==> src/rtl/pico_alu_pkg.sv <==
// rtl/pico_alu_pkg.sv - shared ALU opcodes, sequencer state encoding and byte width
package pico_alu_pkg;

    localparam int D_WIDTH      = 8;
    localparam int OPCODE_WIDTH = 4;

    localparam logic [3:0] ALU_ADD  = 4'b0000;
    localparam logic [3:0] ALU_ADDC = 4'b0001;
    localparam logic [3:0] ALU_SUB  = 4'b0010;
    localparam logic [3:0] ALU_SUBC = 4'b0011;
    localparam logic [3:0] ALU_AND  = 4'b0100;
    localparam logic [3:0] ALU_OR   = 4'b0101;
    localparam logic [3:0] ALU_XOR  = 4'b0110;
    localparam logic [3:0] ALU_NAND = 4'b0111;
    localparam logic [3:0] ALU_SHL  = 4'b1000;
    localparam logic [3:0] ALU_SHR  = 4'b1001;
    localparam logic [3:0] ALU_ROTL = 4'b1010;
    localparam logic [3:0] ALU_ROTR = 4'b1011;

    typedef enum logic [1:0] {
        ST_IDLE = 2'd0,
        ST_EXEC = 2'd1,
        ST_RESP = 2'd2
    } seq_state_e;

    // Arithmetic codes carry/borrow between byte passes; logic codes do not.
    function automatic logic is_arith(input logic [3:0] fn);
        return (fn[3:2] == 2'b00);
    endfunction

    // Codes whose first byte takes the requester's carry/borrow in.
    function automatic logic uses_cin(input logic [3:0] fn);
        return (fn == ALU_ADDC) || (fn == ALU_SUBC);
    endfunction

endpackage

==> src/rtl/alu_multibyte_seq.sv <==
// rtl/alu_multibyte_seq.sv - runs wide ops through the shared 8-bit ALU one byte per cycle
module alu_multibyte_seq #(
    parameter int NBYTES       = 2,
    parameter int D_WIDTH      = 8,
    parameter int OPCODE_WIDTH = 4
) (
    input  logic                      clk,
    input  logic                      reset,
    input  logic                      req_valid,
    output logic                      req_ready,
    input  logic [OPCODE_WIDTH-1:0]   req_fn,
    input  logic [8*NBYTES-1:0]       req_a,
    input  logic [8*NBYTES-1:0]       req_b,
    input  logic                      req_carry_in,
    output logic                      rsp_valid,
    input  logic                      rsp_ready,
    output logic [8*NBYTES-1:0]       rsp_result,
    output logic                      rsp_carry,
    output logic                      rsp_zero,
    output logic                      rsp_err,
    output logic                      busy,
    output logic                      alu_enable,
    output logic [OPCODE_WIDTH-1:0]   alu_fn,
    output logic [D_WIDTH-1:0]        alu_a,
    output logic [D_WIDTH-1:0]        alu_b,
    output logic                      alu_carry_in,
    input  logic [D_WIDTH-1:0]        alu_result,
    input  logic                      alu_carry_out,
    input  logic                      alu_zero_out
);
    import pico_alu_pkg::*;

    localparam int W  = 8 * NBYTES;
    localparam int CW = (NBYTES > 1) ? $clog2(NBYTES) : 1;
    localparam logic [CW-1:0] LAST_BYTE = CW'(NBYTES - 1);

    seq_state_e              state_q, state_d;
    logic [CW-1:0]           cnt_q;
    logic [OPCODE_WIDTH-1:0] fn_q;
    logic [W-1:0]            a_q, b_q, res_q;
    logic                    chain_q, zero_q, err_q;
    logic [OPCODE_WIDTH-1:0] byte_fn;
    logic [W-1:0]            res_ins;
    logic                    byte_zero;
    logic                    accept;
    logic                    unused_alu_zero;

    // Zero flag is rebuilt from the byte results, so the ALU's own flag is not needed.
    assign unused_alu_zero = alu_zero_out;

    assign accept    = req_valid & req_ready;
    assign busy      = (state_q != ST_IDLE);
    assign byte_zero = (alu_result == '0);

    // New byte lands at the MSB end; after NBYTES passes byte 0 sits at the LSB.
    assign res_ins = (res_q >> D_WIDTH) | (W'(alu_result) << (W - D_WIDTH));

    // Upper bytes of plain ADD/SUB must consume the chained carry/borrow.
    always_comb begin
        byte_fn = fn_q;
        if (cnt_q != '0) begin
            if (fn_q == ALU_ADD) byte_fn = ALU_ADDC;
            if (fn_q == ALU_SUB) byte_fn = ALU_SUBC;
        end
    end

    assign rsp_result = res_q;
    assign rsp_carry  = chain_q;
    assign rsp_zero   = zero_q;
    assign rsp_err    = err_q;

    // State register.
    always_ff @(posedge clk) begin
        if (reset) state_q <= ST_IDLE;
        else       state_q <= state_d;
    end

    // Next state plus handshake and ALU drive; ALU inputs are held at 0 outside EXEC.
    always_comb begin
        state_d      = state_q;
        req_ready    = 1'b0;
        rsp_valid    = 1'b0;
        alu_enable   = 1'b0;
        alu_fn       = '0;
        alu_a        = '0;
        alu_b        = '0;
        alu_carry_in = 1'b0;
        case (state_q)
            ST_IDLE: begin
                req_ready = 1'b1;
                if (req_valid) state_d = req_fn[OPCODE_WIDTH-1] ? ST_RESP : ST_EXEC;
            end
            ST_EXEC: begin
                alu_enable   = 1'b1;
                alu_fn       = byte_fn;
                alu_a        = a_q[D_WIDTH-1:0];
                alu_b        = b_q[D_WIDTH-1:0];
                alu_carry_in = is_arith(fn_q) ? chain_q : 1'b0;
                if (cnt_q == LAST_BYTE) state_d = ST_RESP;
            end
            ST_RESP: begin
                rsp_valid = 1'b1;
                if (rsp_ready) state_d = ST_IDLE;
            end
            default: state_d = ST_IDLE;
        endcase
    end

    // Operand capture, per-byte result/flag accumulation and byte counter.
    always_ff @(posedge clk) begin
        if (reset) begin
            cnt_q   <= '0;
            fn_q    <= '0;
            a_q     <= '0;
            b_q     <= '0;
            res_q   <= '0;
            chain_q <= 1'b0;
            zero_q  <= 1'b0;
            err_q   <= 1'b0;
        end else begin
            case (state_q)
                ST_IDLE: begin
                    if (accept) begin
                        fn_q    <= req_fn;
                        a_q     <= req_a;
                        b_q     <= req_b;
                        cnt_q   <= '0;
                        res_q   <= '0;
                        err_q   <= req_fn[OPCODE_WIDTH-1];
                        zero_q  <= ~req_fn[OPCODE_WIDTH-1];
                        chain_q <= uses_cin(req_fn) ? req_carry_in : 1'b0;
                    end
                end
                ST_EXEC: begin
                    a_q     <= a_q >> D_WIDTH;
                    b_q     <= b_q >> D_WIDTH;
                    res_q   <= res_ins;
                    chain_q <= is_arith(fn_q) ? alu_carry_out : 1'b0;
                    zero_q  <= zero_q & byte_zero;
                    cnt_q   <= cnt_q + 1'b1;
                end
                default: ;
            endcase
        end
    end

endmodule
==> config.mk <==
export PLATFORM = sky130hd
export DESIGN_NAME = alu_multibyte_seq
export DESIGN_NICKNAME = d
export VERILOG_FILES = /design/src/rtl/pico_alu_pkg.sv /design/src/rtl/alu_multibyte_seq.sv
export SDC_FILE = /design/constraint.sdc
export NUM_CORES = 1
export LEC_CHECK = 0
export BUFFER_PORTS_ARGS = -buffer_cell sky130_fd_sc_hd__buf_4
export CELL_PAD_IN_SITES_DETAIL_PLACEMENT = 1
export CELL_PAD_IN_SITES_GLOBAL_PLACEMENT = 2
export CORE_UTILIZATION = 26
export DETAILED_ROUTE_END_ITERATION = 8
export PLACE_DENSITY = 0.88
export REMOVE_ABC_BUFFERS = 1
export SYNTH_ARGS = -nofsm -noshare
export SYNTH_HDL_FRONTEND = slang
export SYNTH_SLANG_ARGS = --single-unit
export TNS_END_PERCENT = 1
==> constraint.sdc <==
create_clock -name clk -period 1.7 [get_ports clk]
set_input_delay 0.085 -clock clk [delete_from_list [all_inputs] [get_ports clk]]
set_output_delay 0.085 -clock clk [all_outputs]
set_load 0.005 [all_outputs]
# After elaboration in Yosys (flattened, before gate mapping)
# Index checks and enable logic that the tools add are counted.
[totals]
ff_bits = 58
in_bits = 51
out_inout_bits = 44
[op_classes]
addsub = 1
n_eq_ne = 9
muxes = 30
bitwise_logic = 4
reduce_logical = 10
[op_table]
columns = ["operator", "n"]
rows = [
  ["16-bit case mux with 2 select lines", 3],
  ["16-bit 2-to-1 mux", 3],
  ["4-bit 2-to-1 mux", 4],
  ["8-bit 2-to-1 mux", 2],
  ["8-bit by 16-bit bitwise OR with 16-bit output", 1],
  ["1-bit 2-to-1 mux", 10],
  ["4-bit by 2-bit == test with 1-bit output, second input constant", 2],
  ["8-bit zero test", 1],
  ["2-bit 2-to-1 mux", 4],
  ["2-bit inequality test, second input constant", 4],
  ["1-bit case mux with 2 select lines", 3],
  ["2-bit case mux with 3 select lines", 1],
  ["4-bit by 1-bit == test with 1-bit output, second input constant", 1],
  ["2-bit zero test", 2],
  ["4-bit zero test", 1],
  ["2-bit AND reduction", 2],
  ["2-bit nonzero test", 2],
  ["3-bit AND reduction", 1],
  ["1-bit bitwise AND", 2],
  ["2-bit by 1-bit == test with 1-bit output, second input constant", 1],
  ["2-bit == test, second input constant", 1],
  ["1-bit adder, second input constant", 1],
  ["1-bit logical OR", 1],
  ["1-bit NOT", 1],
]

# Logic depth before layout (Yosys ltp)
# Gate-level depths: netlist of the first run.
[logic_depth]
depth_word = 5
depth_mapped = 7
ltp_nobuf = 4

# Worst setup path after synthesis of the first run
# Ideal clock, no wire load.
[synth_path]
kind = "register to register"
startpoint = "register state_q[1]"
endpoint = "register res_q[8] (netlist: rsp_result[8])"
setup_time_ps = 132
arrival_time_ps = 1196
path_slack_ps = 372
path_stages_with_launch = 6
path_buffers = 2
synth_period_minus_slack_ps = 1328
path_cell_list = "dfxtp_1 > clkbuf_1 > or3b_2 > buf_2 > nand3_1 > a21oi_1"
[synth_between]
elab_chain_len = 5
[synth_rtl]
columns = ["element", "line_no", "text"]
rows = [
  ["start: declaration", "alu_multibyte_seq.sv:37", "seq_state_e state_q, state_d;"],
  ["start signal: assignment", "alu_multibyte_seq.sv:75", "else state_q <= state_d;"],
  ["2-bit zero test", "alu_multibyte_seq.sv:88, alu_multibyte_seq.sv:121", ""],
  ["1-bit 2-to-1 mux", "alu_multibyte_seq.sv:88", "case (state_q)"],
  ["1-bit bitwise AND", "alu_multibyte_seq.sv:51", "assign accept = req_valid & req_ready;"],
  ["2-bit inequality test (no line)", "--", ""],
  ["2-bit AND reduction (no line)", "--", ""],
  ["end signal: assignment", "alu_multibyte_seq.sv:137", "res_q <= res_ins;"],
  ["end: declaration", "alu_multibyte_seq.sv:40", "logic [W-1:0] a_q, b_q, res_q;"],
]
# Several ways; a longest one is shown, not always the timed one.
# A chain may end at the register's enable or synchronous reset.

# Worst setup path after layout of the first run
[layout_path]
startpoint = "register state_q[1]"
endpoint = "output alu_b[5]"
[layout_between]
elab_chain_len = 2
[layout_rtl]
columns = ["element", "line_no", "text"]
rows = [
  ["2-bit by 1-bit == test with 1-bit output", "alu_multibyte_seq.sv:88", ""],
  ["8-bit 2-to-1 mux", "alu_multibyte_seq.sv:88", ""],
  ["end: declaration", "alu_multibyte_seq.sv:25", "output logic [D_WIDTH-1:0] alu_b,"],
]
# Every way passes these cells.

==> run_results.csv, run 1 <==
group,metric,value,unit
min_path,worstHoldStart,"req_a[8]",
min_path,min-delay-path-class,"in -> reg",
status,violations,"DRC",
floorplan,core-area,0.00881,mm^2
worst_setup_path,crit_path_max_fanout,30,
worst_setup_path,ff2ff_path_depth,3,
worst_setup_path,crit_arrival,1.47,ns
worst_setup_path,r2r_start,"state_q[0]",
worst_setup_path,crit_end,"alu_b[5]",
worst_setup_path,path_buf_inv,3,
min_path,worstHoldPathCells,3,
timing,min_period_over_period,0.913,
synthesis,syn_area,0.00239,mm^2
cts,clkTransAtPathRegs,0.07,ns
layout,final_common_cell,"buf_4",
global_routing,grt_pass1_wl,11.9,mm
synthesis,avgSynthCellArea,8.23,um^2
cts,worstSkewPairLatency,0.33,ns
placed_design,gp_congestion,0.695,
run,max_cap_violations,0,
worst_setup_path,cp_num_cells,5,
power_and_ir_drop,power_density,1020,mW/mm^2
layout,stdcell_area,0.00360,mm^2
floorplan,io_pins,95,
route,firstDrtPassIters,6,
layout,utilization,0.409,
floorplan,die_y,97.9,um
placed_design,placedCellCount,477,
worst_setup_path,reg2reg_slack,0.25,ns
floorplan,start_util,0.272,
layout,multi_input_area,0.00111,mm^2
timing,rsz0062_at_grt,"no",
placed_design,dp_hpwl,4.73,mm
synthesis,synthArstFlopShare,0,
worst_setup_path,worstReg2RegEnd,"rsp_result[11]",
timing,clock_skew,0.00990,ns
synthesis,synthCells,291,
power_and_ir_drop,p_leak,1.55,nW
placed_design,placed_area,0.00320,mm^2
route,avgViaCountPerCell,4.78,
route,remaining_drc_errors,2,
layout,stdcell_count,505,
power_and_ir_drop,vdd_ir_drop_max,0.502,mV
layout,nets,443,
timing,hold_violations,0,
global_routing,grt_max_degree,44,
layout,final_cell_mix,"buf_4 (100), dfxtp_1 (56), nand2_1 (55)",
placed_design,portBuffers,93,
global_routing,grt_antenna_before_repair,0,
cts,clockBufferDepth,2,
synthesis,synth_seq_cells,57,
timing,tightestPinTransition,0.477,ns
worst_setup_path,path_class,"reg -> out",
cts,clockRootBuffer,"clkbuf_8",
worst_setup_path,worstPathRequired,1.62,ns
layout,drive_gt1_frac,0.332,
timing,finalSetupViolations,0,
floorplan,rows,34,
timing,drv_slew,0,
route,vias,2415,
cts,clkSinkCount,57,
worst_setup_path,critical-path-top-delay-family,"buffers and inverters",
layout,fill_cells,1051,
timing,period_needed,1.55,ns
floorplan,die-area,0.00959,mm^2
route,ant_nets,0,
synthesis,synth-main-ff-cell,"dfxtp_1",
status,status,"complete, but fails checks",
timing,max_slew_margin,0.682,
global_routing,grt_usage,0.156,
route,drt_iter0_drc,48,
synthesis,synth.distinct_cells,34,
route,drt-total-wl,7.19,mm
worst_setup_path,critical_path.startpoint,"state_q[1]",
timing,timing.fmax,644,MHz
floorplan,die_w,97.9,um
layout,area.growth.synth_to_final,50.4,%
route,wl_per_cell,14.2,um
worst_setup_path,slowest_delay,0.35,ns
worst_setup_path,start_kind,"flop",
cts,cts_tree,"done",
worst_setup_path,cp_slowest_cell,"dfxtp_2",
global_routing,grt_pass1_vias,2429,
synthesis,yosysSeqAreaShare,0.477,
worst_setup_path,crit_chain,"nand2b_1 > inv_2 > buf_12 > and2_1 > buf_4",
worst_setup_path,endpoint_kind,"output port",
cts,htreeDepth,3,
layout,antenna_cells,0,
synthesis,synth_edf_count,0,
synthesis,synth_warnings,0,
layout,seq_area,0.00114,mm^2
global_routing,grt-ovfl-total,0,
cts,cts_buffers,9,
==> kinds of logic after synthesis <==
| logic type | share of synthesized area |
|---|---|
| AO/OA/AOI/OAI | 0.185 |
| buffers and inverters | 0.0612 |
| flip-flops | 0.477 |
| AND/OR/NAND/NOR | 0.278 |
==> Yosys cell counts, types with 2 or more instances <==
cell type	number	area (um^2)
nand2b_1	3	18.8
clkbuf_1	10	37.5
nand3b_1	2	15.0
nand2_1	55	206
a21oi_1	23	115
a22oi_1	16	120
buf_2	9	45.0
dfxtp_1	57	1140
o21ai_0	2	10.0
a311oi_1	16	140
nor2_1	36	135
o21ba_2	2	20.0
buf_4	2	15.0
buf_1	2	7.51
buf_6	3	33.8
nand3_1	17	85.1
and2_1	19	119
==> cell type report <==
class | instances | share of cell area
Clock buffer | 12 | 0.0459
Clock inverter | 4 | 0.0271
Inverter | 2 | 0.00208
Timing Repair Buffer | 116 | 0.262
Sequential cell | 57 | 0.317
Multi-Input combinational cell | 206 | 0.309
Tap cell | 108 | 0.0375
==> metal layers <==
| layer | vias to the layer above | share of wire | global-route usage |
|---|---|---|---|
| li1 | 1200 | - | - |
| met3 | 10 | 0.038 | 0.0437 |
| met5 | - | 0 | 0 |
| met2 | 51 | 0.50 | 0.261 |
| met4 | 0 | 0.013 | 0.0536 |
| met1 | 1154 | 0.45 | 0.191 |
==> power breakdown <==
group | switching [mW] | leakage [nW] | total (mW) | internal [mW]
combinational | 0.276 | 0.949 | 0.555 | 0.279
sequential | 0.0497 | 0.468 | 1.48 | 1.43
clock | 0.549 | 0.129 | 1.64 | 1.09
==> how the worst min path moves through the flow <==
stage	endpoint	slack, ns
floorplan	cnt_q	0.15
global placement	a_q[10]	0.34
CTS	a_q[10]	0.0006
detailed placement	a_q[14]	0.35
finish	a_q[8]	0.01
global route	rsp_result[10]	0.007
==> flip-flops by register name, summed over array words and instances (netlist names) <==
signal and cells:
a_q 16, b_q 16, cnt_q 1, fn_q 4, rsp_carry 1, rsp_result 16, rsp_zero 1, state_q 2
==> tightest hold or removal path, stage by stage <==
cell and delay [ns]:
buf_4 0.08, a22oi_1 0.06, nor2_1 0.08
==> through the flow <==
| stage | TNS (ns) | hold WS, ns | setup slack (ns) | total power, mW |
|---|---|---|---|---|
| 3_5_place_dp | 0 | 0.346 | 0.234 | 2.04 |
| 6_report | 0 | 0.0118 | 0.147 | 3.67 |
| 2_1_floorplan | -21.77 | 0.154 | -0.589 | 1.73 |
| 5_1_grt | 0 | 0.00657 | 0.0251 | 3.85 |
| 3_3_place_gp | 0 | 0.335 | 0.289 | 2.02 |
| 4_1_cts | 0 | 0.000588 | 0.0114 | 3.71 |
==> what timing repair did <==
action / CTS / global route
hold buffers: 11 / 1
setup endpoints to repair: 0 / 16
buffers inserted: 0 / 0
gates resized for setup: 0 / 5
hold endpoints to repair: 11 / 1
(Power assumes the default switching activity.)
==> run 2: changes to the inputs <==
--- a/config.mk
+++ b/config.mk
@@ -12,6 +12,7 @@
 export DETAILED_ROUTE_END_ITERATION = 8
 export PLACE_DENSITY = 0.88
 export REMOVE_ABC_BUFFERS = 1
+export SETUP_SLACK_MARGIN = 0.15
 export SYNTH_ARGS = -nofsm -noshare
 export SYNTH_HDL_FRONTEND = slang
 export SYNTH_SLANG_ARGS = --single-unit
==> run 2 against run 1 <==
Net effect: the flow still finishes with violations (DRC); sequential share of layout area shrank 0.65 points; worst hold slack is essentially flat; final cell count grew 0.79%; first-iteration DRC count grew 17%; final area grew 2.4%; critical path type unchanged.
==> run_results.csv, run 2 (synthesis gave the netlist of run 1 again) <==
group,metric,value,unit
global_routing,busiest_layer,"met2",
cts,clkTransAtPathRegs,0.07,ns
layout,drive_gt1_frac,0.344,
layout,stdcell_count,509,
global_routing,met3_usage,0.0437,
global_routing,grt_pass1_vias,2427,
timing,timing.fmax,685,MHz
floorplan,io_pins,95,
layout,final_cell_mix,"buf_4 (102), nand2_1 (55), dfxtp_1 (55)",
cts,clkSinkCount,57,
floorplan,die_y,97.9,um
global_routing,met2_usage,0.262,
worst_setup_path,path_class,"reg -> out",
cts,cts_buffers,9,
timing,hold_violations,0,
floorplan,rows,34,
min_path,min-delay-path-class,"in -> reg",
timing,finalSetupViolations,0,
floorplan,die_w,97.9,um
layout,area.growth.synth_to_final,54.1,%
floorplan,start_util,0.272,
cts,htreeDepth,3,
worst_setup_path,slowest_delay,0.38,ns
global_routing,grt-ovfl-total,0,
worst_setup_path,endpoint_kind,"output port",
layout,utilization,0.419,
power_and_ir_drop,vdd_ir_drop_max,0.503,mV
power_and_ir_drop,power_density,1000,mW/mm^2
timing,min_period_over_period,0.859,
layout,final_common_cell,"buf_4",
timing,drv_slew,0,
layout,antenna_cells,0,
route,avgViaCountPerCell,4.78,
worst_setup_path,crit_chain,"nand2b_4 > inv_8 > buf_12 > and2_1 > buf_4",
timing,max_slew_margin,0.680,
global_routing,grt_max_degree,44,
timing,rsz0062_at_grt,"no",
placed_design,placedCellCount,477,
cts,clockRootBuffer,"clkbuf_8",
worst_setup_path,worstPathRequired,1.62,ns
timing,period_needed,1.46,ns
power_and_ir_drop,power.total,3.70,mW
layout,nets,447,
status,violations,"DRC",
worst_setup_path,critical-path-top-delay-family,"flip-flops",
layout,stdcell_area,0.00369,mm^2
worst_setup_path,crit_path_max_fanout,15,
timing,clock_skew,0.00691,ns
cts,cts_tree,"done",
global_routing,grt_antenna_before_repair,0,
route,drt-total-wl,7.34,mm
placed_design,dpl_worst_slack,0.234,ns
global_routing,grt_pass1_wl,11.9,mm
global_routing,gr-usage-met1,0.190,
timing,fin_setup_tns,0,ns
route,wl_per_cell,14.4,um
cts,clockBufferDepth,2,
status,status,"complete, but fails checks",
worst_setup_path,cp_slowest_cell,"dfxtp_4",
timing,fin_hold_ws,0.0115,ns
route,remaining_drc_errors,2,
timing,worst_slack,0.240,ns
worst_setup_path,path_buf_inv,3,
cts,worstSkewPairLatency,0.33,ns
placed_design,placed_area,0.00320,mm^2
global_routing,grt_usage,0.156,
route,ant_nets,0,
placed_design,dp_hpwl,4.73,mm
floorplan,core-area,0.00881,mm^2
route,drt_iter0_drc,56,
timing,tightestPinTransition,0.481,ns
floorplan,die-area,0.00959,mm^2
route,vias,2435,
worst_setup_path,crit_arrival,1.38,ns
route,firstDrtPassIters,6,
power_and_ir_drop,p_leak,1.58,nW
worst_setup_path,start_kind,"flop",
placed_design,portBuffers,93,
run,max_cap_violations,0,
placed_design,gp_congestion,0.695,
[run 2: final cells by class]
cell class	instances	area, um^2
clock buffers	12	165
clock inverters	4	97.6
fillers	1046	5120
inverters	2	15.0
multi-input cells	206	1120
flip-flops and latches	57	1150
well taps	108	135
repair buffers	120	1010
[run 2: per-layer routing]
metal / wire length [um] / share of wire
met2: 3680 / 0.50
met3: 309 / 0.042
met1: 3260 / 0.44
met4: 96 / 0.013
met5: 0 / 0
[run 2: final timing paths]
path | start | end | slack, ns | cells past startpoint
setup / recovery | state_q[1] | alu_b[5] | 0.24 | 5
hold / removal | req_a[8] | a_q[8] | 0.01 | 3
setup reg to reg | state_q[0] | rsp_result[11] | 0.25 | 3
hold reg to reg | fn_q[1] | fn_q[1] | 0.46 | 2
[run 2: worst min-delay path: stages]
cell and delay, ns:
buf_4 0.08, a22oi_1 0.06, nor2_1 0.08
[run 2: where the power goes]
group / switching [mW] / leakage (nW) / internal, mW / total [mW]
Clock: 0.544 / 0.129 / 1.09 / 1.64
Sequential: 0.0508 / 0.469 / 1.43 / 1.48
Combinational: 0.284 / 0.986 / 0.304 / 0.588
[run 2: repair_timing]
action | CTS | global route
hold endpoints to repair | 11 | 1
resized for setup | 4 | 9
hold buffers | 11 | 1
gates cloned | 0 | 2
buffers inserted | 0 | 2
pin swaps | 0 | 0
endpoints found under the setup margin | 20 | 20
